$ cat config.mk
export PLATFORM = sky130hd
export DESIGN_NAME = usart_baud_gen
export DESIGN_NICKNAME = d
export VERILOG_FILES = /design/src/rtl/usart_baud_gen.sv
export SDC_FILE = /design/constraint.sdc
export NUM_CORES = 1
export LEC_CHECK = 0
export ABC_AREA = 0
export CELL_PAD_IN_SITES_DETAIL_PLACEMENT = 0
export CELL_PAD_IN_SITES_GLOBAL_PLACEMENT = 1
export CORE_AREA = 2 2 63 65
export DETAILED_ROUTE_END_ITERATION = 8
export DIE_AREA = 0 0 65 67
export PLACE_DENSITY = 0.87
export SYNTH_ARGS = -nofsm -noshare
export SYNTH_HDL_FRONTEND = slang
export SYNTH_SLANG_ARGS = --single-unit
export TNS_END_PERCENT = 30
$ cat constraint.sdc
create_clock -name cp2 -period 1.9 [get_ports cp2]
set_clock_uncertainty 0.05 [all_clocks]
set_input_delay 0.19 -clock cp2 [delete_from_list [all_inputs] [get_ports cp2]]
set_output_delay 0.19 -clock cp2 [all_outputs]
set_load 0.01 [all_outputs]
$ cat src/rtl/usart_baud_gen.sv
// usart_baud_gen: USART baud-rate prescaler and XCK clock generation.
// One shared (UBRRn+1) prescaler feeds the async oversample/bit strobes and
// the sync-master XCK; sync-slave strobes come from the synchronized XCK pin.
// Both strobes are registered, so they appear the cycle after the prescaler
// event and line up with the XCKn_o edge they belong to.
module usart_baud_gen #(
    parameter int UBRR_W = 12
) (
    input  logic              cp2,
    input  logic              ireset,
    input  logic [UBRR_W-1:0] UBRRn,
    input  logic              ubrr_wr,
    input  logic              U2Xn,
    input  logic [1:0]        UMSELn,
    input  logic              UCPOLn,
    input  logic              DDR_XCKn,
    input  logic              XCKn_i,
    input  logic              TXENn,
    input  logic              RXENn,
    output logic              XCKn_o,
    output logic              xck_oe,
    output logic              tx_tick,
    output logic              rx_tick
);

    logic [UBRR_W-1:0] presc_cnt_q, presc_cnt_d;
    logic              presc_arm_q, presc_arm_d;
    logic [3:0]        tx_div_q, tx_div_d;
    logic              xck_int_q, xck_int_d;
    logic [2:0]        xck_sync_q, xck_sync_d;
    logic              xck_o_q, xck_o_d;
    logic              xck_oe_q, xck_oe_d;
    logic              tx_tick_q, tx_tick_d;
    logic              rx_tick_q, rx_tick_d;

    logic run, async_mode, sync_master, sync_slave;
    logic presc_tick, tx_wrap, xck_next, pin_rise, pin_fall;

    assign run         = (TXENn | RXENn) & ~UMSELn[1];
    assign async_mode  = (UMSELn == 2'b00);
    assign sync_master = (UMSELn == 2'b01) & DDR_XCKn;
    assign sync_slave  = (UMSELn == 2'b01) & ~DDR_XCKn;

    // Prescaler: down-count to zero then reload. The arm flag forces one
    // load after reset so the first tick never comes from the reset value 0.
    always_comb begin
        presc_tick  = run & presc_arm_q & ~ubrr_wr & (presc_cnt_q == '0);
        presc_arm_d = 1'b1;
        if (!run || !presc_arm_q || ubrr_wr || presc_tick)
            presc_cnt_d = UBRRn;
        else
            presc_cnt_d = presc_cnt_q - {{(UBRR_W-1){1'b0}}, 1'b1};
    end

    // Async bit divider: 16 (or 8 with U2Xn) prescaler ticks per tx bit.
    always_comb begin
        tx_wrap  = U2Xn ? (tx_div_q[2:0] == 3'd7) : (tx_div_q == 4'd15);
        tx_div_d = tx_div_q;
        if (!run)
            tx_div_d = 4'd0;
        else if (async_mode && presc_tick)
            tx_div_d = tx_div_q + 4'd1;
    end

    // XCK: master toggles on prescaler ticks and idles at UCPOLn otherwise;
    // the pin path is two sync stages plus one history stage for edge detect.
    always_comb begin
        xck_sync_d = {xck_sync_q[1:0], XCKn_i};
        pin_rise   = xck_sync_q[1] & ~xck_sync_q[2];
        pin_fall   = ~xck_sync_q[1] & xck_sync_q[2];
        xck_next   = ~xck_int_q;
        if (!sync_master)
            xck_int_d = UCPOLn;
        else if (presc_tick)
            xck_int_d = xck_next;
        else
            xck_int_d = xck_int_q;
        xck_o_d  = sync_master & xck_int_d;
        xck_oe_d = sync_master;
    end

    // Strobe selection per mode; the edge leaving UCPOLn idle level is the
    // transmit edge, the edge returning to it is the sample edge.
    always_comb begin
        tx_tick_d = 1'b0;
        rx_tick_d = 1'b0;
        if (run) begin
            if (async_mode) begin
                rx_tick_d = presc_tick;
                tx_tick_d = presc_tick & tx_wrap;
            end else if (sync_master) begin
                tx_tick_d = presc_tick & (xck_next ^ UCPOLn);
                rx_tick_d = presc_tick & ~(xck_next ^ UCPOLn);
            end else if (sync_slave) begin
                tx_tick_d = UCPOLn ? pin_fall : pin_rise;
                rx_tick_d = UCPOLn ? pin_rise : pin_fall;
            end
        end
    end

    // State registers.
    always_ff @(posedge cp2 or negedge ireset) begin
        if (!ireset) begin
            presc_cnt_q <= '0;
            presc_arm_q <= 1'b0;
            tx_div_q    <= 4'd0;
            xck_int_q   <= 1'b0;
            xck_sync_q  <= 3'b000;
            xck_o_q     <= 1'b0;
            xck_oe_q    <= 1'b0;
            tx_tick_q   <= 1'b0;
            rx_tick_q   <= 1'b0;
        end else begin
            presc_cnt_q <= presc_cnt_d;
            presc_arm_q <= presc_arm_d;
            tx_div_q    <= tx_div_d;
            xck_int_q   <= xck_int_d;
            xck_sync_q  <= xck_sync_d;
            xck_o_q     <= xck_o_d;
            xck_oe_q    <= xck_oe_d;
            tx_tick_q   <= tx_tick_d;
            rx_tick_q   <= rx_tick_d;
        end
    end

    assign XCKn_o  = xck_o_q;
    assign xck_oe  = xck_oe_q;
    assign tx_tick = tx_tick_q;
    assign rx_tick = rx_tick_q;

endmodule

==> results of run 1 <==
[through the flow]
step | hold slack (ns) | power [W] | worst slack, ns | std cells | utilization [%]
2_1_floorplan | -0.1556 | 0.0006921 | 0.2685 | 123 | -
3_3_place_gp | 0.2838 | 0.0007821 | 0.1293 | 200 | 49.13
3_5_place_dp | 0.2864 | 0.0007875 | 0.1155 | 200 | 49.13
4_1_cts | 0.2570 | 0.001109 | 0.1409 | 204 | 50.38
5_1_grt | 0.2643 | 0.001150 | 0.04814 | 204 | 50.49
6_report | 0.2414 | 0.001090 | 0.1465 | 204 | 50.49
[worst min path at each step]
stage	from	end	slack, ns
after global routing	ireset	tx_div_q[3]	0.26
after floorplan	ireset	XCKn_o	-0.16
after CTS	ireset	xck_oe	0.26
final	ireset	tx_div_q[1]	0.24
after global placement	xck_sync_q[0]	xck_sync_q[1]	0.28
after detailed placement	xck_sync_q[0]	xck_sync_q[1]	0.29
[logic make-up after synthesis]
family                     count (synthesis)
AOI/OAI and AO/OA                         14
xor gates and xnor gates                  11
adders and majority gates                  4
buffers and inverters                      7
DFF                                       25
muxes                                     13
other                                      1
and+or+nand+nor                           48
[cells in the final DEF (no fill, tap or decap), types with 3 or more instances in the layout]
cell type	n
clkdlybuf4s50_1	26
dfrtp_1	25
mux2_4	10
nand2_1	10
xnor2_1	9
nand3_1	7
nor2_1	6
inv_1	5
o21ai_0	5
nand3b_1	4
a21oi_1	4
ha_1	4
buf_4	4
clkbuf_8	3
[synth_stat cells]
| library cell | count |
|---|---|
| nand4_1 | 2 |
| or3b_1 | 1 |
| nand3b_1 | 4 |
| nor4_4 | 2 |
| nand3_2 | 1 |
| a211o_2 | 1 |
| a41oi_1 | 1 |
| nor3_1 | 2 |
| a21oi_1 | 4 |
| or2_2 | 1 |
| nand2b_1 | 2 |
| nand2_2 | 1 |
| inv_1 | 5 |
| nand4b_1 | 2 |
| nor2_4 | 1 |
| dfrtp_1 | 25 |
| xor2_1 | 2 |
| conb_1 | 1 |
| mux2_4 | 10 |
| nand2_1 | 10 |
| and4_1 | 1 |
| mux2i_1 | 2 |
| buf_6 | 1 |
| buf_12 | 1 |
| nand3_1 | 7 |
| ha_1 | 4 |
| nor3_4 | 1 |
| a31oi_1 | 1 |
| nor2b_1 | 1 |
| o21ai_0 | 5 |
| and3_1 | 1 |
| o21bai_4 | 1 |
| a2111oi_2 | 1 |
| mux2_2 | 1 |
| nor2_1 | 6 |
| nand4_2 | 1 |
| xnor2_1 | 9 |
| and2_4 | 1 |
[per-layer routing]
| metal | part of all wire [%] | global-route usage, % | up-vias | wire (um) |
|---|---|---|---|---|
| met3 | 6.8 | 2.196 | 5 | 184 |
| met1 | 43 | 17.11 | 482 | 1168 |
| met4 | 1.9 | 6.649 | 0 | 52 |
| met2 | 48 | 24.36 | 34 | 1291 |
| li1 | - | - | 496 | - |
| met5 | 0 | 0 | - | 0 |
[cell type report]
class / count / area [um^2] / share of cell area (%)
sequential: 25 / 625.6 / 34.36
tap: 48 / 60.06 / 3.299
inverter: 5 / 18.77 / 1.031
timing repair buffer: 31 / 310.3 / 17.04
multi-input combinational: 91 / 760.7 / 41.79
clock buffer: 4 / 45.04 / 2.474
[report_power, final]
| part | leakage [nW] | total (W) | internal [W] | switching, W |
|---|---|---|---|---|
| clock | 0.0228 | 0.000313 | 0.000150 | 0.000163 |
| sequential | 0.309 | 0.000586 | 0.000558 | 0.0000273 |
| combinational | 0.460 | 0.000191 | 0.000113 | 0.0000786 |
| total | 0.792 | 0.00109 | 0.000821 | 0.000269 |
[sequential cells by signal, summed over array words and instances (netlist names)]
signal and cells:
xck_sync_q 3, rx_tick 1, tx_tick 1, presc_cnt_q 12, tx_div_q 4, presc_arm_q 1, xck_int_q 1, xck_oe 1
XCKn_o 1
==> flow_summary.toml, run 1 <==
[power_and_ir_drop]
pwr_density_cell_mw_per_mm2 = 598.6
peakVddDrop_v = 0.0002758
p_leak_nw = 0.7920

[clock_network]
clock_latency_ns = 0.27
post_cts_resized = 0
root_buffer = "clkbuf_8"
cts_buffer_depth = 2
holdBufCountCts = 0
cts_buffers = 3
cts_tree = "yes"
clk_pin_slew_ns = 0.08
cts_sinks = 25
htreeDepth = 1
cts_setup_buffers = 0

[critical_path]
crit_path_top_delay_cell = "dfrtp_1"
worstPathMaxFanout = 11
crit_chain = "nor4_4, nand4_2, nand2_2, buf_12, mux2_2"
crit_path_end = "presc_cnt_q[11]"
slowest_delay_ns = 0.43
critPathBufInv = 1
r2r_end = "presc_cnt_q[11]"
crit_start = "presc_cnt_q[7]"
worstSetupStartpointType = "flop"
cp.arrival_ns = 1.86
reg2reg_setup_slack_ns = 0.15
crit_family = "simple AND/OR/NAND/NOR gates"
r2r-start = "presc_cnt_q[7]"
worstSetupPathType = "flop to flop"
required_ns = 2.01
cp-end-kind = "flop"
r2r.worst_path.cells = 5
cp.depth = 5

[logic_synthesis]
synth_area_leaders = "dfrtp_1 (44%), mux2_4 (10%), xnor2_1 (5.5%), ha_1 (3.5%), nor4_4 (3.0%)"
ys_warn_count = 0
synth_compound_area_share_pct = 7.249
synth_xor_area_share_pct = 6.725
syn_area_per_cell_um2 = 11.65
synthSimpleGateAreaFrac_pct = 22.45
muxShareOfSynthArea_pct = 12.66
synthCells = 123
synth_top_family_by_area = "simple AND/OR/NAND/NOR gates"
synthAdderAreaFrac_pct = 3.493
ys_types = 38
yosysTopAreaCell = "dfrtp_1"
synth_area_mm2 = 0.001433
yosys.area.top_type_share_pct = 43.67
synth_nets = 150
synth-seq-cells = 25
synth_seq_area_share_pct = 43.67

[finish]
syn_to_final_growth_pct = 27.07
nNetsFinal = 184
drive_gt1_share_pct = 21.15
fillCellCount = 335
antenna_cells = 0
fin_area_mm2 = 0.001821

[worst_hold_path]
hold_class = "input port to asynchronous set/reset pin"

[grt]
antenna_found_initial = 0
grt_pass1_wl_um = 4664
grt_util_all_layers_pct = 14.07
overflow = 0
grt_pass1_vias = 1081
grt_max_degree = 26

[floorplan]
start_util_pct = 39.73
coreArea_mm2 = 0.003606
die-width_um = 65
io_pins = 27
design.die.area_mm2 = 0.004355
rows = 22
dieHeight_um = 67

[sta]
drv_slew = 0
tns_ns = 0
hold_violations = 0
finalCriticalPeriod_ns = 1.754
period_share_pct = 92.29
clock.fmax_ghz = 0.5703
setup_viol = 0
rsz0062_at_grt = "no"

[routing]
ant_nets = 0
drc = 0
vias_per_cell = 4.985
initialDrtViolationCount = 37
num_vias = 1017
first_pass_iters = 4
wire_per_inst_um = 13.22
wirelength_um = 2696

[placed_design]
dp_hpwl_um = 2052
routabilityCongestion = 0.8405
io_buffers = 26
dpl_cell_area_mm2 = 0.001772

[run]
cap_violations = 0

[status]
status = "complete, no violations"
Note: power is estimated with default switching activity, not from simulation.
==> inputs of run 2 (changes only) <==
Settings changed: CELL_PAD_IN_SITES_DETAIL_PLACEMENT 0 to default, CELL_PAD_IN_SITES_GLOBAL_PLACEMENT 1 to default, CORE_AREA 2 2 63 65 to 2 2 57 59, DIE_AREA 0 0 65 67 to 0 0 59 61, PLACE_DENSITY 0.87 to 0.86.
==> run 2 against run 1 <==
Against the previous run: clock-buffer cell count decreased by 1; sequential share of layout area increased by 0.60 points; total power decreased by 6.4%; critical endpoint is now presc_cnt_q[5]; largest power group unchanged; highest routed layer unchanged.
==> flow_summary.toml, run 2 (synthesis gave the netlist of run 1 again) <==
[status]
status = "complete, no violations"

[placed_design]
io_buffers = 26
routabilityCongestion = 0.7826
dp_hpwl_um = 2064
post-place-ws_ns = 0.1020
place_inst = 186
dpl_cell_area_mm2 = 0.001760

[power_and_ir_drop]
p_int_w = 0.0007504
seqPwrFrac_pct = 57.5
peakVddDrop_v = 0.0002919
p_leak_nw = 0.7918
p_clk_share_pct = 23.8
pwr_density_cell_mw_per_mm2 = 570.2
switching_power_w = 0.0002698
power_frac_comb_pct = 18.7
finalPower_w = 0.001020
switching_share_pct = 26.45

[critical_path]
required_ns = 2.06
cp-end-kind = "flop"
worstPathMaxFanout = 10
r2r.worst_path.cells = 5
cp.arrival_ns = 1.96
worstSetupPathType = "flop to flop"
worstSetupStartpointType = "flop"

[finish]
syn_to_final_growth_pct = 24.89
layoutNonFillerInstCount = 190
final_common_cell = "clkdlybuf4s50_1"
antenna_cells = 0
regMostFlops = "presc_cnt_q"
mostFrequentLayoutCells = "clkdlybuf4s50_1 (26), dfrtp_1 (25), mux2_4 (10), nand2_1 (10), xnor2_1 (9)"
drive_gt1_share_pct = 21.66
fin_area_mm2 = 0.001789
nNetsFinal = 185
largest_reg_flops = 12
fin_util_pct = 60.59
top_regs = "presc_cnt_q (12), tx_div_q (4), xck_sync_q (3)"

[clock_network]
cts_sinks = 25
clock_latency_ns = 0.33
cts_tree = "yes"
htreeDepth = 1
clk_pin_slew_ns = 0.15
cts_buffers = 3
root_buffer = "clkbuf_4"
cts_buffer_depth = 2
holdBufCountCts = 0

[sta]
finalCriticalPeriod_ns = 1.796
fin_ws_ns = 0.1036
period_share_pct = 94.55
clock.fmax_ghz = 0.5567
rsz0062_at_grt = "yes"
drv_slew = 0
setup_viol = 0
hold_violations = 0

[worst_hold_path]
hold_class = "input port to asynchronous set/reset pin"

[grt]
overflow = 0
grt_pass1_vias = 1023
grt_util_all_layers_pct = 15.64
antenna_found_initial = 0
grt_max_degree = 26
grt_pass1_wl_um = 4222

[routing]
wire_per_inst_um = 13.95
initialDrtViolationCount = 31
drc = 0
wirelength_um = 2651
first_pass_iters = 4
ant_nets = 0
num_vias = 1027
vias_per_cell = 5.405

[floorplan]
dieHeight_um = 61
die-width_um = 59
coreArea_mm2 = 0.002953
io_pins = 27
rows = 20
start_util_pct = 48.52
design.die.area_mm2 = 0.003599

[run]
cap_violations = 0
-- run 2: final cells by class --
type | instances | area, um^2
flip-flops and latches | 25 | 625.6
fillers | 251 | 1164
clock buffers | 3 | 22.52
well taps | 33 | 41.29
multi-input cells | 91 | 758.2
repair buffers | 32 | 317.8
clock inverters | 1 | 5.005
inverters | 5 | 18.77
-- run 2: timing repair --
action / 4_1_cts / 5_1_grt
setup endpoints to repair: 0 / 1
setup buffers: 0 / 0
gates resized for setup: 0 / 1
-- run 2: through the flow --
stage | hold slack [ns] | TNS (ns)
4_1_cts | 0.1722 | 0
3_3_place_gp | 0.2812 | 0
6_report | 0.1528 | 0
5_1_grt | 0.1695 | -0.0005425
2_1_floorplan | -0.1556 | 0
3_5_place_dp | 0.2903 | 0
-- run 2: power groups by stage --
stage	sequential [W]	clock [W]	combinational, W
final	0.000587	0.000242	0.000191
after global routing	0.000590	0.000265	0.000208
after CTS	0.000587	0.000250	0.000194
after detailed placement	0.000597	0	0.000192
after global placement	0.000594	0	0.000187
after floorplan	0.000592	0	0.000100
-- run 2: worst max-delay path, cell delays in order, from the launching register on --
cell	delay [ns]
dfrtp_1	0.46
nor4_4	0.41
nand4_2	0.17
nand2_2	0.14
buf_12	0.15
mux2_4	0.30
-- run 2: per-layer routing --
layer	part of all wire, %	track usage [%]	vias to the layer above
li1	-	-	498
met1	42	17.65	497
met2	52	30.48	30
met3	5.4	2.132	2
met4	0.30	4.545	0
met5	0	0	-
-- run 2: final timing paths --
kind / slack, ns / start / endpoint
max: 0.10 / presc_cnt_q[7] / presc_cnt_q[5]
max in group asynchronous: 1.38 / ireset / xck_int_q
min reg2reg: 0.32 / xck_sync_q[0] / xck_sync_q[1]
min: 0.15 / ireset / presc_arm_q
max reg2reg: 0.10 / presc_cnt_q[7] / presc_cnt_q[5]
min in group cp2: 0.25 / XCKn_i / xck_sync_q[0]
==> inputs of run 3 (changes only) <==
Settings changed: CORE_AREA 2 2 57 59 to 2 2 81 83, DIE_AREA 0 0 59 61 to 0 0 83 85, PLACE_DENSITY 0.86 to 0.53.
==> run 3 against run 2 <==
Against the previous run: sequential cell count unchanged; hold slack better by 0.080 ns; via count down 4.3%; core utilization down 30 points; maximum frequency up 0.78%; final cell count up 24%; wire length up 0.91%; non-clock buffer count up 1; cell area up 4.8%; sequential share of layout area down 1.6 points; total power up 7.2%; critical path type unchanged; largest cell class unchanged; highest routed layer unchanged.
==> flow_summary.toml, run 3 (synthesis gave the netlist of run 1 again) <==
[finish]
fin_util_pct = 30.21
mostFrequentLayoutCells = "clkdlybuf4s50_1 (26), dfrtp_1 (25), mux2_4 (10), nand2_1 (10), xnor2_1 (9)"
nNetsFinal = 186
final_common_cell = "clkdlybuf4s50_1"
multi_input_area_um2 = 763.2
largest_reg_flops = 12
regMostFlops = "presc_cnt_q"
drive_gt1_share_pct = 21.52
syn_to_final_growth_pct = 30.83
top_regs = "presc_cnt_q (12), tx_div_q (4), xck_sync_q (3)"
antenna_cells = 0
seqCellArea_um2 = 625.6
fillCellCount = 628

[routing]
first_pass_iters = 4
num_vias = 983
drc = 0
ant_nets = 0
wirelength_um = 2675
initialDrtViolationCount = 41
wire_per_inst_um = 11.38
vias_per_cell = 4.183

[grt]
grt_pass1_wl_um = 4692
antenna_found_initial = 0
grt_util_all_layers_pct = 8.191
grt_max_degree = 26
overflow = 0
grt_pass1_vias = 1022

[floorplan]
rows = 29
design.die.area_mm2 = 0.007055
start_util_pct = 23.09
coreArea_mm2 = 0.006205
die-width_um = 83
dieHeight_um = 85
io_pins = 27

[clock_network]
cts_sinks = 25
clk_pin_slew_ns = 0.09
root_buffer = "clkbuf_8"
htreeDepth = 1
cts_buffers = 3
holdBufCountCts = 0
clock_latency_ns = 0.26
cts_buffer_depth = 2
cts_tree = "yes"

[power_and_ir_drop]
p_leak_nw = 0.8020
p_clk_share_pct = 29.0
p_int_w = 0.0008222
seqPwrFrac_pct = 53.5
power_frac_comb_pct = 17.6
peakVddDrop_v = 0.0002744
switching_power_w = 0.0002709
pwr_density_cell_mw_per_mm2 = 583.2
switching_share_pct = 24.78

[critical_path]
cp-end-kind = "flop"
worstSetupPathType = "flop to flop"
worstSetupStartpointType = "flop"
cp.arrival_ns = 1.89
worstPathMaxFanout = 4
required_ns = 2.00

[run]
cap_violations = 0

[sta]
tns_ns = 0
finalCriticalPeriod_ns = 1.782
hold_violations = 0
clock.fmax_ghz = 0.5610
setup_viol = 0
drv_slew = 0
rsz0062_at_grt = "no"
period_share_pct = 93.82

[worst_hold_path]
hold_class = "input port to asynchronous set/reset pin"

[status]
status = "complete, no violations"

[placed_design]
routabilityCongestion = 0.7557
io_buffers = 26
dp_hpwl_um = 2043
-- run 3: layout make-up --
type	count	share of cell area, %
multi-input combinational	91	40.72
sequential	25	33.38
timing repair buffer	33	17.36
tap	77	5.140
clock buffer	4	2.403
inverter	5	1.001
-- run 3: repair_timing --
| action | 4_1_cts | 5_1_grt |
|---|---|---|
| endpoints found under the setup margin | 0 | 3 |
| resized for setup | 0 | 2 |
| setup buffers | 0 | 0 |
| endpoints found under the hold margin | 0 | 0 |
-- run 3: power groups by stage --
stage / Sequential [W] / Combinational [W] / Clock (W)
floorplan: 0.000592 / 0.000100 / 0
global placement: 0.000595 / 0.000195 / 0
finish: 0.000584 / 0.000192 / 0.000317
global route: 0.000589 / 0.000213 / 0.000347
CTS: 0.000585 / 0.000196 / 0.000339
detailed placement: 0.000595 / 0.000194 / 0
-- run 3: final timing paths --
kind / to / startpoint / slack (ns) / depth (start not counted)
worst max-delay path: presc_cnt_q[7] / presc_cnt_q[0] / 0.12 / 7
worst min register to register: xck_sync_q[1] / xck_sync_q[0] / 0.30 / 0
min in group cp2: xck_sync_q[1] / xck_sync_q[0] / 0.30 / 0
worst max register to register: presc_cnt_q[7] / presc_cnt_q[0] / 0.12 / 7
worst min-delay path: presc_cnt_q[11] / ireset / 0.23 / 2
max in group asynchronous: tx_div_q[0] / ireset / 1.32 / 2
-- run 3: stage by stage --
step / hold WS, ns / area [um^2] / power, W / worst slack [ns] / cells
final: 0.2331 / 1874 / 0.001093 / 0.1175 / 235
after global routing: 0.2687 / 1874 / 0.001149 / 0.004058 / 235
after global placement: 0.2827 / 1823 / 0.0007899 / 0.1035 / 231
after CTS: 0.2449 / 1868 / 0.001119 / 0.09899 / 235
after floorplan: -0.1556 / 1433 / 0.0006921 / 0.2685 / 123
after detailed placement: 0.2856 / 1823 / 0.0007892 / 0.1210 / 231
-- run 3: critical path, cell delays in order (launching register included) --
cell and delay, ns:
dfrtp_1 0.41, inv_1 0.11, ha_1 0.16, nor2b_1 0.19
nand4_2 0.18, nand2_4 0.14, buf_4 0.15, mux2_4 0.29
-- run 3: layer usage --
layer  track usage, %  part of all wire, %
met1            10.77                   50
met2            13.56                   46
met3            1.070                  2.5
met4            3.577                  1.3
met5                0                    0
